**config.mk**
```make
export PLATFORM = sky130hd
export DESIGN_NAME = wb_sram_ctrl_flat
export DESIGN_NICKNAME = d
export VERILOG_FILES = /design/src/rtl/wb_sram_ctrl_if.sv /design/src/rtl/wb_sram_ctrl.sv /design/src/flat_wrapper.sv
export SDC_FILE = /design/constraint.sdc
export NUM_CORES = 1
export LEC_CHECK = 0
export CAP_MARGIN = 0
export CORE_ASPECT_RATIO = 1.75
export CORE_MARGIN = 1.5
export CORE_UTILIZATION = 44
export DETAILED_ROUTE_END_ITERATION = 16
export PLACE_DENSITY = 0.93
export SYNTH_ARGS = -nofsm -noshare
export SYNTH_HDL_FRONTEND = slang
export SYNTH_SLANG_ARGS = --single-unit
```
**constraint.sdc**
```tcl
create_clock -name clk_i -period 3.85 [get_ports clk_i]
set_input_delay 0.385 -clock clk_i [delete_from_list [all_inputs] [get_ports clk_i]]
set_output_delay 0.385 -clock clk_i [all_outputs]
set_load 0.02 [all_outputs]
```
**src/rtl/wb_sram_ctrl_if.sv**
```systemverilog
// wb_sram_ctrl_if -- Wishbone classic bus bundle between a 32-bit-address /
// 16-bit-data master and the SRAM controller.
//   adr   : byte address (master -> slave)
//   dat_w : write data (master -> slave)
//   sel   : byte lanes, [1]=bits 15:8, [0]=bits 7:0 (master -> slave)
//   we, cyc, stb : classic cycle controls (master -> slave)
//   dat_r : read data (slave -> master)
//   ack   : transfer acknowledge (slave -> master)
interface wb_sram_ctrl_if;
  logic [31:0] adr;
  logic [15:0] dat_w;
  logic [1:0]  sel;
  logic        we;
  logic        cyc;
  logic        stb;
  logic [15:0] dat_r;
  logic        ack;

  modport master (
    output adr, dat_w, sel, we, cyc, stb,
    input  dat_r, ack
  );

  modport slave (
    input  adr, dat_w, sel, we, cyc, stb,
    output dat_r, ack
  );
endinterface

```
**src/rtl/wb_sram_ctrl.sv**
```systemverilog
// wb_sram_ctrl -- Wishbone classic slave driving an asynchronous 16-bit SRAM.
// One access per Wishbone cycle: a read holds ce_n/oe_n low for RD_WAIT
// cycles, a write pulses we_n for WR_WAIT cycles followed by one hold cycle.
// Every output comes straight from a flop.
//   clk_i, rst_n_i : clock, asynchronous active-low reset
//   wb             : Wishbone slave bundle (wb_sram_ctrl_if.slave)
//   sram_adr_o     : SRAM word address
//   sram_dq_o/_i   : SRAM data out / in, sram_dq_oe_o = pad output enable
//   sram_*_n_o     : active-low chip/output/write/upper/lower byte strobes
//   busy_o         : high whenever the controller is not idle
//
// state | meaning
// IDLE  | waiting for cyc&stb, request fields latched on acceptance
// READ  | ce_n/oe_n low, data sampled when the counter reaches zero
// WRITE | ce_n/we_n low, data driven onto the pads
// HOLD  | we_n released, address/data still driven for hold time
// ACK   | one-cycle acknowledge, all strobes high
module wb_sram_ctrl #(
  parameter int ADDR_W  = 18,
  parameter int RD_WAIT = 2,
  parameter int WR_WAIT = 2
) (
  input  logic              clk_i,
  input  logic              rst_n_i,
  wb_sram_ctrl_if.slave     wb,
  output logic [ADDR_W-1:0] sram_adr_o,
  output logic [15:0]       sram_dq_o,
  input  logic [15:0]       sram_dq_i,
  output logic              sram_dq_oe_o,
  output logic              sram_ce_n_o,
  output logic              sram_oe_n_o,
  output logic              sram_we_n_o,
  output logic              sram_ub_n_o,
  output logic              sram_lb_n_o,
  output logic              busy_o
);

  typedef enum logic [2:0] {
    IDLE  = 3'd0,
    READ  = 3'd1,
    WRITE = 3'd2,
    HOLD  = 3'd3,
    ACK   = 3'd4
  } state_t;

  localparam logic [3:0] RD_CNT = 4'(RD_WAIT - 1);
  localparam logic [3:0] WR_CNT = 4'(WR_WAIT - 1);

  state_t            state_q, state_d;
  logic [3:0]        cnt_q, cnt_d;
  logic              abort_q, abort_d;
  logic [ADDR_W-1:0] adr_q, adr_d;
  logic [15:0]       wdat_q, wdat_d;
  logic [1:0]        sel_q, sel_d;
  logic [15:0]       rdat_q, rdat_d;
  logic              ack_q, ack_d;
  logic              busy_q, busy_d;
  logic              dq_oe_q, dq_oe_d;
  logic              ce_n_q, ce_n_d;
  logic              oe_n_q, oe_n_d;
  logic              we_n_q, we_n_d;
  logic              ub_n_q, ub_n_d;
  logic              lb_n_q, lb_n_d;

  // Address bits outside the word range are decoded externally.
  logic unused_adr;
  assign unused_adr = ^{wb.adr[31:ADDR_W+1], wb.adr[0]};

  always_comb begin
    state_d = state_q;
    cnt_d   = cnt_q;
    abort_d = abort_q;
    adr_d   = adr_q;
    wdat_d  = wdat_q;
    sel_d   = sel_q;
    rdat_d  = rdat_q;

    case (state_q)
      IDLE: begin
        abort_d = 1'b0;
        if (wb.cyc && wb.stb) begin
          adr_d  = wb.adr[ADDR_W:1];
          wdat_d = wb.dat_w;
          sel_d  = wb.sel;
          if (wb.we) begin
            state_d = WRITE;
            cnt_d   = WR_CNT;
          end else begin
            state_d = READ;
            cnt_d   = RD_CNT;
          end
        end
      end
      READ: begin
        // A dropped cyc lets the SRAM cycle finish but suppresses the ack.
        abort_d = abort_q | ~wb.cyc;
        if (cnt_q == 4'd0) begin
          rdat_d  = sram_dq_i;
          state_d = abort_d ? IDLE : ACK;
        end else begin
          cnt_d = cnt_q - 4'd1;
        end
      end
      WRITE: begin
        abort_d = abort_q | ~wb.cyc;
        if (cnt_q == 4'd0) begin
          state_d = HOLD;
        end else begin
          cnt_d = cnt_q - 4'd1;
        end
      end
      HOLD: begin
        abort_d = abort_q | ~wb.cyc;
        state_d = abort_d ? IDLE : ACK;
      end
      ACK: begin
        state_d = IDLE;
      end
      default: begin
        state_d = IDLE;
      end
    endcase
  end

  // Strobes are decoded from the next state so they can be registered
  // and still line up with the state they belong to.
  always_comb begin
    ce_n_d  = 1'b1;
    oe_n_d  = 1'b1;
    we_n_d  = 1'b1;
    ub_n_d  = 1'b1;
    lb_n_d  = 1'b1;
    dq_oe_d = 1'b0;
    ack_d   = 1'b0;
    busy_d  = (state_d != IDLE);

    case (state_d)
      READ: begin
        ce_n_d = 1'b0;
        oe_n_d = 1'b0;
        ub_n_d = ~sel_d[1];
        lb_n_d = ~sel_d[0];
      end
      WRITE: begin
        ce_n_d  = 1'b0;
        we_n_d  = 1'b0;
        dq_oe_d = 1'b1;
        ub_n_d  = ~sel_d[1];
        lb_n_d  = ~sel_d[0];
      end
      HOLD: begin
        ce_n_d  = 1'b0;
        dq_oe_d = 1'b1;
        ub_n_d  = ~sel_d[1];
        lb_n_d  = ~sel_d[0];
      end
      ACK: begin
        ack_d = 1'b1;
      end
      default: begin
      end
    endcase
  end

  always_ff @(posedge clk_i or negedge rst_n_i) begin
    if (!rst_n_i) begin
      state_q <= IDLE;
      cnt_q   <= 4'd0;
      abort_q <= 1'b0;
      adr_q   <= '0;
      wdat_q  <= 16'h0000;
      sel_q   <= 2'b00;
      rdat_q  <= 16'h0000;
      ack_q   <= 1'b0;
      busy_q  <= 1'b0;
      dq_oe_q <= 1'b0;
      ce_n_q  <= 1'b1;
      oe_n_q  <= 1'b1;
      we_n_q  <= 1'b1;
      ub_n_q  <= 1'b1;
      lb_n_q  <= 1'b1;
    end else begin
      state_q <= state_d;
      cnt_q   <= cnt_d;
      abort_q <= abort_d;
      adr_q   <= adr_d;
      wdat_q  <= wdat_d;
      sel_q   <= sel_d;
      rdat_q  <= rdat_d;
      ack_q   <= ack_d;
      busy_q  <= busy_d;
      dq_oe_q <= dq_oe_d;
      ce_n_q  <= ce_n_d;
      oe_n_q  <= oe_n_d;
      we_n_q  <= we_n_d;
      ub_n_q  <= ub_n_d;
      lb_n_q  <= lb_n_d;
    end
  end

  assign wb.dat_r     = rdat_q;
  assign wb.ack       = ack_q;
  assign sram_adr_o   = adr_q;
  assign sram_dq_o    = wdat_q;
  assign sram_dq_oe_o = dq_oe_q;
  assign sram_ce_n_o  = ce_n_q;
  assign sram_oe_n_o  = oe_n_q;
  assign sram_we_n_o  = we_n_q;
  assign sram_ub_n_o  = ub_n_q;
  assign sram_lb_n_o  = lb_n_q;
  assign busy_o       = busy_q;

endmodule
```
**src/flat_wrapper.sv**
```systemverilog
// flat-port wrapper written by rule: the top's interface ports become plain ports
module wb_sram_ctrl_flat 
#(
  parameter int ADDR_W  = 18,
  parameter int RD_WAIT = 2,
  parameter int WR_WAIT = 2
)
  (clk_i, rst_n_i, sram_adr_o, sram_dq_o, sram_dq_i, sram_dq_oe_o, sram_ce_n_o, sram_oe_n_o, sram_we_n_o, sram_ub_n_o, sram_lb_n_o, busy_o, wb_adr, wb_dat_w, wb_sel, wb_we, wb_cyc, wb_stb, wb_dat_r, wb_ack);
  wb_sram_ctrl_if wb_i ();
  input  logic clk_i;
  input  logic rst_n_i;
  output logic [ADDR_W-1:0] sram_adr_o;
  output logic [15:0] sram_dq_o;
  input  logic [15:0] sram_dq_i;
  output logic sram_dq_oe_o;
  output logic sram_ce_n_o;
  output logic sram_oe_n_o;
  output logic sram_we_n_o;
  output logic sram_ub_n_o;
  output logic sram_lb_n_o;
  output logic busy_o;
  input wire logic [$bits(wb_i.adr)-1:0] wb_adr;
  input wire logic [$bits(wb_i.dat_w)-1:0] wb_dat_w;
  input wire logic [$bits(wb_i.sel)-1:0] wb_sel;
  input wire logic [$bits(wb_i.we)-1:0] wb_we;
  input wire logic [$bits(wb_i.cyc)-1:0] wb_cyc;
  input wire logic [$bits(wb_i.stb)-1:0] wb_stb;
  output wire logic [$bits(wb_i.dat_r)-1:0] wb_dat_r;
  output wire logic [$bits(wb_i.ack)-1:0] wb_ack;
  assign wb_i.adr = wb_adr;
  assign wb_i.dat_w = wb_dat_w;
  assign wb_i.sel = wb_sel;
  assign wb_i.we = wb_we;
  assign wb_i.cyc = wb_cyc;
  assign wb_i.stb = wb_stb;
  assign wb_dat_r = wb_i.dat_r;
  assign wb_ack = wb_i.ack;
  wb_sram_ctrl #(.ADDR_W(ADDR_W), .RD_WAIT(RD_WAIT), .WR_WAIT(WR_WAIT)) u_core (.clk_i(clk_i), .rst_n_i(rst_n_i), .wb(wb_i), .sram_adr_o(sram_adr_o), .sram_dq_o(sram_dq_o), .sram_dq_i(sram_dq_i), .sram_dq_oe_o(sram_dq_oe_o), .sram_ce_n_o(sram_ce_n_o), .sram_oe_n_o(sram_oe_n_o), .sram_we_n_o(sram_we_n_o), .sram_ub_n_o(sram_ub_n_o), .sram_lb_n_o(sram_lb_n_o), .busy_o(busy_o));
endmodule
```
==> impl_metrics.csv <==
group,metric,value,unit
synthesis,yosysTopAreaCell,"dfrtp_1",
final_layout,nFillCells,472,
synthesis,synth_compound_area_share,3.788,%
die,rows,37,
final_layout,fin_nets,372,
routing,ant_nets,0,
clock_tree,cts-root-buf,"clkbuf_8",
clock_tree,cts_resized,0,
worst_setup_path,crit_path_max_fanout,35,
sta,setup_viol,0,
routing,first_pass_iters,4,
sta,period_needed,2.382,ns
flow_run,drv_cap,0,
final_layout,final_common_cell,"clkdlybuf4s50_1",
global_route,grt_pass1_vias,2051,
global_route,overflow,0,
synthesis,ys.flop_type,"dfrtp_1",
sta,slew_headroom,33.26,%
die,io_pins,129,
final_layout,syn_to_final_growth,49.29,%
pwr,power.share.sequential,35.7,%
sta,setup_ws,1.468,ns
synthesis,synth_top_area_share,57.51,%
global_route,grt_max_degree,46,
final_layout,layout_common_cells,"clkdlybuf4s50_1, dfrtp_1, mux2_2, mux2_4",
sta,max_slew.worst_pin.slew,0.9988,ns
pwr,power.density,880.3,nW/µm²
synthesis,synth-edff-count,0,
synthesis,ys_types,37,
worst_setup_path,crit_required,4.07,ns
synthesis,synthArstFlopShare,100.0,%
worst_setup_path,r2r_cells,3,
die,core,5926,µm²
final_layout,regArea,1708,µm²
synthesis,synth_nets,255,
placement,portBuffers,114,
clock_tree,htreeDepth,3,
placement,place.gp.congestion,0.8209,
sta,rsz0062_at_grt,"no",
die,design.die.area,6731,µm²
die,fp.dieW,62.67,µm
synthesis,synth_area_leaders,"dfrtp_1, mux2_2, mux2_4, dfstp_2, nor3_1",
clock_tree,cts.sinks,68,
final_layout,final_area,4093,µm²
pwr,max-vdd-ir-drop,438.7,µV
routing,drtIter0Drc,74,
sta,tns,0,ns
synthesis,synthSimpleGateAreaFrac,7.211,%
placement,place_hpwl,4.846,mm
synthesis,synth-seq-cells,68,
global_route,grt_use_total,20.47,%
synthesis,synth_warnings,0,
synthesis,ys_seq_area_share,62.30,%
status,status,"complete, no violations",
final_layout,n_antenna_cell,0,
pwr,p_leak,1.730,nW
synthesis,synthAdderAreaFrac,0.4564,%
routing,drc_errors,0,
sta,finalHoldViolCount,0,
worst_setup_path,cp-start-kind,"register",
synthesis,syn_area_per_cell,14.98,µm²
clock_tree,cts_tree,"built",
sta,skew,0.007991,ns
clock_tree,clk_latency,0.33,ns
synthesis,syn_inst,183,
placement,pre_cts_ws,1.295,ns
pwr,power,3.603,mW
worst_setup_path,arrival,2.60,ns
die,die_y,107.4,µm
clock_tree,path_clk_slew,0.07,ns
sta,period_share,61.87,%
routing,wl_per_cell,16.78,µm
clock_tree,cts_buffers,9,
final_layout,multi_input_area,953.4,µm²
worst_setup_path,crit_type,"reg2reg",
die,initial_core_util,46.26,%
sta,max_freq,419.8,MHz
clock_tree,cts_max_path_buffers,2,
routing,routed_wl,6.428,mm
synthesis,synth_area,2741,µm²
global_route,antenna_found_initial,0,
pwr,clock_power_share,15.1,%
clock_tree,postCtsHoldBufs,0,
hold_path,hold_class,"in2async",
routing,dr_total_vias,1920,
routing,via_per_inst,5.013,
pwr,swShare,35.29,%
worst_setup_path,cp-end-kind,"register",
synthesis,synth_top_family_by_area,"multiplexers",
pwr,power.switching,1.271,mW
global_route,grt_pass1_wl,10.25,mm
placement,place_area,3910,µm²
pwr,intPower,2.332,mW
final_layout,drive_gt1_share,25.25,%
pwr,comb_power_share,49.1,%
sta,drv_slew,0,
synthesis,synthMuxAreaShare,23.00,%
clock_tree,postCtsSetupBuffers,0,
synthesis,synth_xor_area_share,0.3195,%
-- final timing paths --
path / to / start / slack (ns)
max in group asynchronous: u_core.wb.dat_r[1] / rst_n_i / 2.76
hold reg to reg: u_core.wb.dat_r[0] / u_core.wb.dat_r[0] / 0.51
hold / removal: u_core.sram_dq_o[12] / rst_n_i / 0.21
min in group clk_i: u_core.wb.dat_r[0] / u_core.wb.dat_r[0] / 0.51
setup / recovery: u_core.sram_dq_o[6] / u_core.state_q[1] / 1.47
setup reg to reg: u_core.sram_dq_o[6] / u_core.state_q[1] / 1.47
-- synthesized netlist by cell type, types with 2 or more instances --
library cell and n:
o21a_1 3, nor3_1 9, nand2_1 5, buf_2 3
nor2_1 5, dfrtp_1 63, mux2i_1 3, mux2_4 10
nand2b_1 2, a21oi_1 3, buf_4 3, mux2_2 39
dfstp_2 5, nand3_1 2, o21ai_0 5, inv_1 2
-- power groups by stage --
stage	logic [mW]	clock network, mW	registers [mW]
finish	1.77	0.546	1.29
global route	1.88	0.589	1.34
CTS	1.79	0.562	1.29
detailed placement	1.78	0	1.30
global placement	1.74	0	1.27
floorplan	0.647	0	1.64
-- area by class of cell --
| cell class | instances | share of cell area [%] |
|---|---|---|
| clock buffer | 10 | 3.118 |
| clock inverter | 6 | 1.345 |
| inverter | 2 | 0.1834 |
| multi-input combinational | 104 | 23.30 |
| sequential | 68 | 41.73 |
| tap | 78 | 2.385 |
| timing repair buffer | 115 | 27.94 |
-- worst max-delay path: stages (launching register included) --
cell	delay [ns]
dfrtp_1	0.50
or3_1	0.53
nor2_4	0.79
mux2_2	0.43
-- state kept, by name (all words and copies together), names as in the netlist, 2 cells and up --
signal,flops
u_core.cnt_q,4
u_core.sel_q,2
u_core.sram_adr_o,18
u_core.sram_dq_o,16
u_core.state_q,3
u_core.wb.dat_r,16
-- kinds of logic (layout without fill, tap and decap cells) --
family | count (synthesis) | in the layout
compound gates | 16 | 16
xor+xnor | 1 | 1
fa+ha+maj | 1 | 1
buf+inv | 11 | 133
flops | 68 | 68
mux | 53 | 53
simple gates | 33 | 33
-- metrics by stage --
step / instances / util (%) / hold WS [ns]
3_3_place_gp: 367 / 65.98 / 0.4646
2_1_floorplan: 183 / - / 0.08941
4_1_cts: 383 / 69.07 / 0.2240
3_5_place_dp: 367 / 65.98 / 0.4886
6_report: 383 / 69.07 / 0.2051
5_1_grt: 383 / 69.07 / 0.2764
-- layer usage --
| metal | GRT usage, % | wire length [µm] |
|---|---|---|
| met5 | 0 | 0 |
| met2 | 37.10 | 3680 |
| met3 | 5.126 | 242 |
| met1 | 20.79 | 2274 |
| met4 | 12.54 | 230 |
Power figures use the tool's default switching activity.
